### config.mk
export PLATFORM = sky130hd
export DESIGN_NAME = uart_tx_fifo_flat
export DESIGN_NICKNAME = d
export VERILOG_FILES = /design/src/rtl/uart_pkg.sv /design/src/rtl/uart_tx_fifo_if.sv /design/src/rtl/uart_sync_fifo.sv /design/src/rtl/uart_tx_fifo.sv /design/src/flat_wrapper.sv
export SDC_FILE = /design/constraint.sdc
export NUM_CORES = 1
export LEC_CHECK = 0
export BUFFER_PORTS_ARGS = -buffer_cell sky130_fd_sc_hd__buf_2
export CORE_UTILIZATION = 37
export CTS_BUF_LIST = sky130_fd_sc_hd__clkbuf_16
export DETAILED_ROUTE_END_ITERATION = 10
export GPL_ROUTABILITY_DRIVEN = 0
export PLACE_DENSITY = 0.54
export SYNTH_ARGS = -nofsm -noshare
export SYNTH_HDL_FRONTEND = slang
export SYNTH_SLANG_ARGS = --single-unit
### constraint.sdc
create_clock -name CLK -period 2.4 [get_ports CLK]
set_input_delay 0.48 -clock CLK [delete_from_list [all_inputs] [get_ports CLK]]
set_output_delay 0.48 -clock CLK [all_outputs]
set_load 0.01 [all_outputs]
### src/rtl/uart_pkg.sv
// ---------------------------------------------------------------------------
// uart_pkg
// Shared definitions for the UART byte buffer / send sequencer:
//   - default byte width and FIFO address width
//   - transmit sequencer state encoding
//   - helper that derives the FIFO depth from its address width
// No ports (package).
// ---------------------------------------------------------------------------
package uart_pkg;

  localparam int DATA_W_DEF = 8;
  localparam int ADDR_W_DEF = 4;

  // Sequencer states. WAIT holds until the transmitter reports the stop bit
  // is finished; there is deliberately no timeout.
  typedef enum logic [1:0] {
    IDLE = 2'd0,
    SEND = 2'd1,
    WAIT = 2'd2
  } tx_state_e;

  // The FIFO relies on natural pointer wrap, so its depth is always a power
  // of two tied to the pointer width.
  function automatic int depth_from_addr(input int addr_w);
    return 1 << addr_w;
  endfunction

endpackage

### src/rtl/uart_tx_fifo_if.sv
// ---------------------------------------------------------------------------
// uart_tx_fifo_if
// Bundles the receive-side write strobe, the transmitter handshake and the
// FIFO status flags of uart_tx_fifo.
//   Wr_En / Wr_Data   : byte write strobe from the receiver (Rx_Done)
//   Tx_Done / Tx_State: transmitter end-of-stop-bit pulse and busy flag
//   Send_En / Data_Byte: start pulse and byte towards the transmitter
//   Full / Empty / Count / Overflow: FIFO status
// Modports:
//   master : environment side (receiver + transmitter)
//   slave  : the buffer / sequencer itself
// ---------------------------------------------------------------------------
interface uart_tx_fifo_if
  import uart_pkg::*;
#(
  parameter int DATA_W = DATA_W_DEF,
  parameter int ADDR_W = ADDR_W_DEF
);

  logic              Wr_En;
  logic [DATA_W-1:0] Wr_Data;
  logic              Tx_Done;
  logic              Tx_State;
  logic              Send_En;
  logic [DATA_W-1:0] Data_Byte;
  logic              Full;
  logic              Empty;
  logic [ADDR_W:0]   Count;
  logic              Overflow;

  modport master (
    output Wr_En,
    output Wr_Data,
    output Tx_Done,
    output Tx_State,
    input  Send_En,
    input  Data_Byte,
    input  Full,
    input  Empty,
    input  Count,
    input  Overflow
  );

  modport slave (
    input  Wr_En,
    input  Wr_Data,
    input  Tx_Done,
    input  Tx_State,
    output Send_En,
    output Data_Byte,
    output Full,
    output Empty,
    output Count,
    output Overflow
  );

endinterface

### src/rtl/uart_sync_fifo.sv
// ---------------------------------------------------------------------------
// uart_sync_fifo
// Single-clock byte FIFO with occupancy counter and overflow pulse.
//   clk      : system clock, rising edge
//   rst_n    : asynchronous active-low reset
//   wr_en    : write strobe
//   wr_data  : byte to store
//   rd_en    : pop strobe (ignored when empty)
//   rd_data  : current head byte (mem[rd_ptr], combinational view)
//   count    : occupancy 0..DEPTH
//   full     : count == DEPTH
//   empty    : count == 0
//   overflow : one-cycle pulse after a write was dropped
// ---------------------------------------------------------------------------
module uart_sync_fifo
  import uart_pkg::*;
#(
  parameter int DATA_W = DATA_W_DEF,
  parameter int ADDR_W = ADDR_W_DEF,
  parameter int DEPTH  = depth_from_addr(ADDR_W)
) (
  input  logic              clk,
  input  logic              rst_n,
  input  logic              wr_en,
  input  logic [DATA_W-1:0] wr_data,
  input  logic              rd_en,
  output logic [DATA_W-1:0] rd_data,
  output logic [ADDR_W:0]   count,
  output logic              full,
  output logic              empty,
  output logic              overflow
);

  localparam logic [ADDR_W:0] DEPTH_CNT = (ADDR_W + 1)'(DEPTH);

  logic [DATA_W-1:0] mem [DEPTH];

  logic [ADDR_W-1:0] wr_ptr_q, wr_ptr_d;
  logic [ADDR_W-1:0] rd_ptr_q, rd_ptr_d;
  logic [ADDR_W:0]   count_q, count_d;
  logic              overflow_q, overflow_d;
  logic              wr_ok;
  logic              rd_ok;

  // A write into a full FIFO is still accepted when a pop frees a slot in
  // the same cycle. Pointers wrap naturally because DEPTH == 2**ADDR_W.
  always_comb begin
    rd_ok      = rd_en && (count_q != '0);
    wr_ok      = wr_en && ((count_q != DEPTH_CNT) || rd_ok);
    wr_ptr_d   = wr_ptr_q;
    rd_ptr_d   = rd_ptr_q;
    count_d    = count_q;
    overflow_d = wr_en && !wr_ok;

    if (wr_ok) begin
      wr_ptr_d = wr_ptr_q + ADDR_W'(1);
    end
    if (rd_ok) begin
      rd_ptr_d = rd_ptr_q + ADDR_W'(1);
    end

    case ({wr_ok, rd_ok})
      2'b10:   count_d = count_q + (ADDR_W + 1)'(1);
      2'b01:   count_d = count_q - (ADDR_W + 1)'(1);
      default: count_d = count_q;
    endcase
  end

  always_ff @(posedge clk or negedge rst_n) begin
    if (!rst_n) begin
      wr_ptr_q   <= '0;
      rd_ptr_q   <= '0;
      count_q    <= '0;
      overflow_q <= 1'b0;
    end else begin
      wr_ptr_q   <= wr_ptr_d;
      rd_ptr_q   <= rd_ptr_d;
      count_q    <= count_d;
      overflow_q <= overflow_d;
    end
  end

  // Storage has no reset; its contents are meaningless until written.
  always_ff @(posedge clk) begin
    if (wr_ok) begin
      mem[wr_ptr_q] <= wr_data;
    end
  end

  assign rd_data  = mem[rd_ptr_q];
  assign count    = count_q;
  assign full     = (count_q == DEPTH_CNT);
  assign empty    = (count_q == '0);
  assign overflow = overflow_q;

endmodule

### src/rtl/uart_tx_fifo.sv
// ---------------------------------------------------------------------------
// uart_tx_fifo
// Buffers bytes from the UART receiver and hands them to the UART
// transmitter one at a time, so receive bursts that outrun transmission
// are not lost.
//   CLK : system clock, rising edge
//   RST : asynchronous active-low reset (shared with the transmitter)
//   bus : uart_tx_fifo_if.slave
//         Wr_En/Wr_Data in, Tx_Done/Tx_State in,
//         Send_En/Data_Byte out, Full/Empty/Count/Overflow out
// All outputs are registered.
// ---------------------------------------------------------------------------
module uart_tx_fifo
  import uart_pkg::*;
#(
  parameter int DATA_W = DATA_W_DEF,
  parameter int ADDR_W = ADDR_W_DEF,
  parameter int DEPTH  = depth_from_addr(ADDR_W)
) (
  input  logic           CLK,
  input  logic           RST,
  uart_tx_fifo_if.slave  bus
);

  tx_state_e         state_q, state_d;
  logic              send_en_q, send_en_d;
  logic [DATA_W-1:0] data_byte_q, data_byte_d;
  logic              pop;
  logic              fifo_empty;
  logic [DATA_W-1:0] fifo_head;

  uart_sync_fifo #(
    .DATA_W (DATA_W),
    .ADDR_W (ADDR_W),
    .DEPTH  (DEPTH)
  ) u_fifo (
    .clk      (CLK),
    .rst_n    (RST),
    .wr_en    (bus.Wr_En),
    .wr_data  (bus.Wr_Data),
    .rd_en    (pop),
    .rd_data  (fifo_head),
    .count    (bus.Count),
    .full     (bus.Full),
    .empty    (fifo_empty),
    .overflow (bus.Overflow)
  );

  // The pop and the Send_En/Data_Byte capture happen on the same edge, so
  // Send_En rises in the SEND cycle with the popped byte already in place.
  // Data_Byte then holds until the next pop. Tx_Done is only looked at in
  // WAIT, so a stray pulse elsewhere has no effect.
  always_comb begin
    state_d     = state_q;
    pop         = 1'b0;
    send_en_d   = 1'b0;
    data_byte_d = data_byte_q;

    case (state_q)
      IDLE: begin
        if (!fifo_empty && !bus.Tx_State) begin
          pop         = 1'b1;
          send_en_d   = 1'b1;
          data_byte_d = fifo_head;
          state_d     = SEND;
        end
      end
      SEND: begin
        state_d = WAIT;
      end
      WAIT: begin
        if (bus.Tx_Done) begin
          state_d = IDLE;
        end
      end
      default: begin
        state_d = IDLE;
      end
    endcase
  end

  always_ff @(posedge CLK or negedge RST) begin
    if (!RST) begin
      state_q     <= IDLE;
      send_en_q   <= 1'b0;
      data_byte_q <= '0;
    end else begin
      state_q     <= state_d;
      send_en_q   <= send_en_d;
      data_byte_q <= data_byte_d;
    end
  end

  assign bus.Send_En   = send_en_q;
  assign bus.Data_Byte = data_byte_q;
  assign bus.Empty     = fifo_empty;

endmodule

### src/flat_wrapper.sv
// flat-port wrapper written by rule: the top's interface ports become plain ports
module uart_tx_fifo_flat import uart_pkg::*;
#(
  parameter int DATA_W = DATA_W_DEF,
  parameter int ADDR_W = ADDR_W_DEF,
  parameter int DEPTH  = depth_from_addr(ADDR_W)
)
  (CLK, RST, bus_Wr_En, bus_Wr_Data, bus_Tx_Done, bus_Tx_State, bus_Send_En, bus_Data_Byte, bus_Full, bus_Empty, bus_Count, bus_Overflow);
  uart_tx_fifo_if #(.DATA_W(DATA_W), .ADDR_W(ADDR_W)) bus_i ();
  input  logic CLK;
  input  logic RST;
  input wire logic [$bits(bus_i.Wr_En)-1:0] bus_Wr_En;
  input wire logic [$bits(bus_i.Wr_Data)-1:0] bus_Wr_Data;
  input wire logic [$bits(bus_i.Tx_Done)-1:0] bus_Tx_Done;
  input wire logic [$bits(bus_i.Tx_State)-1:0] bus_Tx_State;
  output wire logic [$bits(bus_i.Send_En)-1:0] bus_Send_En;
  output wire logic [$bits(bus_i.Data_Byte)-1:0] bus_Data_Byte;
  output wire logic [$bits(bus_i.Full)-1:0] bus_Full;
  output wire logic [$bits(bus_i.Empty)-1:0] bus_Empty;
  output wire logic [$bits(bus_i.Count)-1:0] bus_Count;
  output wire logic [$bits(bus_i.Overflow)-1:0] bus_Overflow;
  assign bus_i.Wr_En = bus_Wr_En;
  assign bus_i.Wr_Data = bus_Wr_Data;
  assign bus_i.Tx_Done = bus_Tx_Done;
  assign bus_i.Tx_State = bus_Tx_State;
  assign bus_Send_En = bus_i.Send_En;
  assign bus_Data_Byte = bus_i.Data_Byte;
  assign bus_Full = bus_i.Full;
  assign bus_Empty = bus_i.Empty;
  assign bus_Count = bus_i.Count;
  assign bus_Overflow = bus_i.Overflow;
  uart_tx_fifo #(.DATA_W(DATA_W), .ADDR_W(ADDR_W), .DEPTH(DEPTH)) u_core (.CLK(CLK), .RST(RST), .bus(bus_i));
endmodule
Word level (Yosys, flattened, before mapping) --
Memories as Yosys holds them, arrays and structs flattened. A register that Yosys moved wholly into a read port is not among the register bits. Index checks and enable logic that the tools add are counted.
Storage, ports and cells: bits in registers 17, latch bits 0, memory bits (writable) 128, ROM bits 0, input bits 13, output and inout port bits 17, logic and storage cells 42, memories 1
Memories:
- u_core.u_fifo.mem | depth 16, bits a word 8, read ports 1, clocked after Yosys merged registers in 1, write ports 1, line uart_sync_fifo.sv:36 | logic [DATA_W-1:0] mem [DEPTH];
Cells by class: $add $sub $neg 4, multipliers 0, div/mod/pow operators 0, order comparisons 0, equality and inequality tests 8, shift-type cells 0, multiplexer cells 8, bitwise operators 0, reductions and logical operators 15
Operator list (number):
- $pmux 5 s2 | 1
- $add 4x1->4 const B | 2
- $pmux 2 s3 | 1
- $add 5x1->5 const B | 1
- $eq 5x5->1 const B | 1
- $logic_not 5->1 | 1
- $ne 5x5->1 const B | 1
- $reduce_bool 5->1 | 1
- $sub 5x1->5 const B | 1
- $eq 2x1->1 const B | 2
- $eq 2x2->1 const B | 2
- $logic_and 1x1->1 | 4
- $logic_not 1->1 | 4
- $mux 1 | 4
- $mux 2 | 2
- $reduce_and 2->1 | 2
- $logic_not 2->1 | 1
- $ne 2x1->1 const B | 1
- $ne 2x2->1 const B | 1
- $reduce_bool 2->1 | 1
- $logic_or 1x1->1 | 1

Logic depth before layout (Yosys ltp) --
word-level depth 10, mapped depth 10, depth with buffers taken out 10

By module --
Synthesis repeated with hierarchy kept, for this count alone.
Second synthesis, totals: cell total of the unflattened synthesis 332, area, all modules 6426.2 µm²
Modules (own cells, without submodules):
- uart_sync_fifo | instances 1, cells an instance 309, area each 6017.0 µm², sequential area each 4194.0 µm²
- uart_tx_fifo | instances 1, cells an instance 23, area each 409.1 µm², sequential area each 275.3 µm²

Worst setup path after synthesis --
Ideal clock, no wire load.
kind register to register, from reg u_core.u_fifo.count_q[1], in the netlist u_core.u_fifo.count[1], to reg u_core.u_fifo.count_q[4], in the netlist u_core.u_fifo.count[4], setup time 0.091 ns, data arrival time 2.391 ns, required time 2.309 ns, path slack -0.082 ns, stages on the path, launching flop included 10, path buffers 0, clock period less this slack 2.482 ns, cell sequence dfrtp_1 -> or4_4 -> o21ai_4 -> nor2_2 -> ha_1 -> nor2b_1 -> o21ai_0 -> nand3b_1 -> o32a_1 -> o221ai_1
Between the ends: longest elaborated chain between the ends 10, elaborated cells between the ends (all ways) 16, classes of those cells 2 x add/sub; 3 x eq/ne; 3 x mux; 8 x reduce/logical
RTL lines:
- start, declared | line uart_sync_fifo.sv:40 | logic [ADDR_W:0] count_q, count_d;
- start signal, assigned | line uart_sync_fifo.sv:78 | count_q <= count_d;
- $logic_not 5->1 | line uart_sync_fifo.sv:93 | assign empty = (count_q == '0);
- $logic_not 1->1 | line uart_tx_fifo.sv:61 | if (!fifo_empty && !bus.Tx_State) begin
- $logic_and 1x1->1 | line uart_tx_fifo.sv:61
- $mux 1 | line uart_tx_fifo.sv:61
- $mux 1 | line uart_tx_fifo.sv:59 | case (state_q)
- $logic_and 1x1->1 | line uart_sync_fifo.sv:48 | rd_ok = rd_en && (count_q != '0);
- $logic_or 1x1->1 | line uart_sync_fifo.sv:49 | wr_ok = wr_en && ((count_q != DEPTH_CNT) || rd_ok);
- $logic_and 1x1->1 | line uart_sync_fifo.sv:49
- $eq 2x1->1 / $eq 2x2->1 (equally long branches) | line uart_sync_fifo.sv:62 | case ({wr_ok, rd_ok})
- $pmux 5 s2 / $reduce_bool 2->1 (equally long branches)
Parallel ways exist; a longest one is shown, timed or not. A chain may end at the register's enable or synchronous reset.

Final worst setup path --
from reg u_core.u_fifo.count_q[0], in the netlist u_core.u_fifo.count[0], to reg u_core.u_fifo.count_q[4], in the netlist u_core.u_fifo.count[4]
Same word-level chain as after synthesis.

==> run_results.csv <==
group,metric,value,unit
placement,dp_slack,-0.0414,ns
global_route,top_usage_layer,"met2",
finish,antennaDiodeCount,0,
synth,synth_area_per_cell,18.5,sq um
cts,cts_num_sinks,153,
finish,area_delta_synth_final,19.3,%
global_route,grtUsageMet1,19.2,%
critical_path,r2r-start,"u_core.u_fifo.count[0]",
detailed_routing,drt-total-wl,11800,microns
synth,syn_inst,334,
synth,synthTopCellsByArea,"edfxtp_1 (62%), mux4_2 (12%), dfrtp_1 (10%)",
floorplan,die_w,131,microns
finish,final_util,45.8,%
detailed_routing,post_drt_wl_per_cell,18.9,microns
synth,synth.cell_area,0.00617,sq mm
critical_path,cp_max_fo,5,
power,power_leakage,2.63,nW
placement,place_hpwl,7650,microns
timing,setup_viol,1,
detailed_routing,route.vias.total,3080,
global_route,use_met2,24.1,%
global_route,first_global_vias,3272,
synth,yosysWarnings,0,
synth,synthTopCellsByCount,"edfxtp_1 (128), mux4_2 (32), nand2_1 (28), dfrtp_1 (25), nor2_1 (15)",
floorplan,ios,30,
detailed_routing,postRouteAntennaNets,0,
cts,clockRootBuffer,"clkbuf_16",
timing,hold_ws,0.0573,ns
floorplan,rows,46,
job,drv_cap,0,
critical_path,reg2reg_slack,-0.001,ns
synth,ys_ff_latch,153,
cts,clk_latency,0.42,ns
detailed_routing,drt_iter0_drc,124,
critical_path,end_kind,"register",
synth,synth.net_count,356,
floorplan,die_area,0.0172,sq mm
status,outcome,"finished, violations left",
cts,clockBufferDepth,2,
global_route,grt_use_met3,3.94,%
cts,numCtsBuffers,17,
critical_path,cp.arrival,2.73,ns
finish,nNetsFinal,418,
global_route,grt-ovfl-total,0,
power,vdd_ir_drop_max,0.000619,V
synth,yosysTopAreaCell,"edfxtp_1",
cts,clkTransAtPathRegs,0.06,ns
finish,fin_cells,625,
floorplan,core-area,0.0161,sq mm
synth,seq_area_frac_synth,72.5,%
synth,yosysMostFrequentCell,"edfxtp_1",
synth,synth_edf_count,128,
timing,finalHoldViolCount,0,
timing,fin_crit,2.40,ns
floorplan,start_util,38.4,%
detailed_routing,first_pass_iters,4,
placement,place.port_buffers,29,
cts,htreeDepth,4,
floorplan,fp.dieH,131,microns
hold_path,min_path_type,"in -> async",
timing,worst_pin_slew,0.889,ns
timing,finalWorstSetupSlack,-0.00112,ns
critical_path,start_kind,"register",
global_route,antenna_found_initial,0,
finish,drive_gt1_share,35.5,%
critical_path,reg2reg_to,"u_core.u_fifo.count[4]",
critical_path,cp.required,2.73,ns
timing,finalClockSkew,0.00980,ns
power,powerDensity,1200,mW/mm^2
global_route,grt_pass1_wl,18800,microns
timing,rsz0062_at_grt,"yes",
synth,synthDistinctLibCells,36,
detailed_routing,drc,0,
synth,synth_top_cell_area_share,62.3,%
timing,fmax,0.416,GHz
global_route,grt_max_degree,36,
status,violations,"negative setup slack",
timing,relSlewSlack,40.5,%
detailed_routing,via_per_inst,4.93,
global_route,gr-usage-all-layers,15.0,%
synth,synthArstFlopShare,16.3,%
cts,cts_tree,"done",
timing,finalMaxSlewViolations,0,
synth,synthFlopType,"edfxtp_1",
timing,finalCritPeriodShare,100,%
placement,dp_cells,592,
critical_path,path_class,"reg -> reg",
critical_path,r2r_cells,9,
timing,setup-tns-final,-0.00112,ns
-- cell usage in the layout, fill, tap and decap left out, drive strengths merged, types with 9 or more instances in the layout --
| master | Yosys | routed |
|---|---|---|
| nand2 | 29 | 29 |
| a21oi | 9 | 9 |
| inv | 8 | 10 |
| dfrtp | 25 | 25 |
| mux2i | 9 | 9 |
| clkbuf | 2 | 17 |
| xnor2 | 9 | 9 |
| buf | 15 | 60 |
| nor2 | 16 | 16 |
| mux4 | 32 | 32 |
| o21ai | 11 | 11 |
| edfxtp | 128 | 128 |
| mux2 | 11 | 11 |
-- critical path, cell delays in order (launching register included) --
cell	delay (ns)
dfrtp_2	0.40
or4_4	0.56
o21ai_4	0.17
nor2_4	0.08
ha_4	0.25
nor2b_1	0.13
o21ai_1	0.15
nand3b_1	0.12
o32a_1	0.30
o221ai_1	0.15
-- stage by stage --
| stage | area [sq um] | power (W) |
|---|---|---|
| floorplan | 6190 | 0.00546 |
| CTS | 7350 | 0.00894 |
| global route | 7360 | 0.00931 |
| detailed placement | 6780 | 0.00638 |
| finish | 7360 | 0.00884 |
| global placement | 6780 | 0.00635 |
-- state kept, by name (all words and copies together) (netlist names) --
signal                  cells
u_core.bus.Send_En          1
u_core.u_fifo.count         5
u_core.bus.Data_Byte        8
u_core.state_q              2
u_core.u_fifo.rd_ptr_q      4
u_core.u_fifo.mem         128
u_core.u_fifo.wr_ptr_q      4
u_core.u_fifo.overflow      1
-- what timing repair did --
item	CTS	global route
endpoints found under the setup margin	2	6
pin swaps	5	3
resized for setup	1	3
hold buffers	0	0
buffers inserted	1	0
-- worst max-delay path by stage --
stage | start | to | slack (ns) | cells past startpoint
after CTS | u_core.u_fifo.count[0] | u_core.u_fifo.count[4] | -0.02 | 9
after floorplan | u_core.u_fifo.count[2] | u_core.u_fifo.count[4] | -0.007 | 9
after global routing | u_core.u_fifo.count[0] | u_core.u_fifo.count[4] | -0.08 | 9
after global placement | u_core.u_fifo.count[2] | u_core.u_fifo.count[4] | 0.04 | 9
final | u_core.u_fifo.count[0] | u_core.u_fifo.count[4] | -0.001 | 9
after detailed placement | u_core.u_fifo.count[2] | u_core.u_fifo.count[4] | -0.04 | 9
-- final cells by class --
type                    instances  area, sq um
well taps                     216          270
repair buffers                 60          403
clock inverters                15          138
multi-input cells             156         1620
clock buffers                  17          425
flip-flops and latches        153         4470
inverters                       8         30.0
fillers                      1394         8700
-- power breakdown --
| group | internal, W | switching, W | total, W |
|---|---|---|---|
| Sequential | 0.00332 | 0.000232 | 0.00355 |
| Clock | 0.00151 | 0.00102 | 0.00253 |
| Combinational | 0.00135 | 0.00141 | 0.00276 |
| Total | 0.00617 | 0.00266 | 0.00884 |
-- metal layers --
layer	part of all wire, %	wire (microns)
met4	1.4	164
met1	46	5500
met3	2.5	300
met5	0	0
met2	50	5880
-- cell families (layout without fill, tap and decap cells) --
| kind of cell | Yosys count | count (layout) | share of synthesized area (%) |
|---|---|---|---|
| XOR/XNOR | 9 | 9 | 1.28 |
| AO/OA/AOI/OAI | 26 | 26 | 2.84 |
| multiplexers | 52 | 52 | 15.3 |
| buffers and inverters | 25 | 100 | 1.77 |
| flip-flops | 153 | 153 | 72.5 |
| AND/OR/NAND/NOR | 60 | 60 | 4.42 |
| adder cells (fa/ha/maj) | 9 | 9 | 1.95 |
No activity file was read; power rests on OpenSTA's default activity.
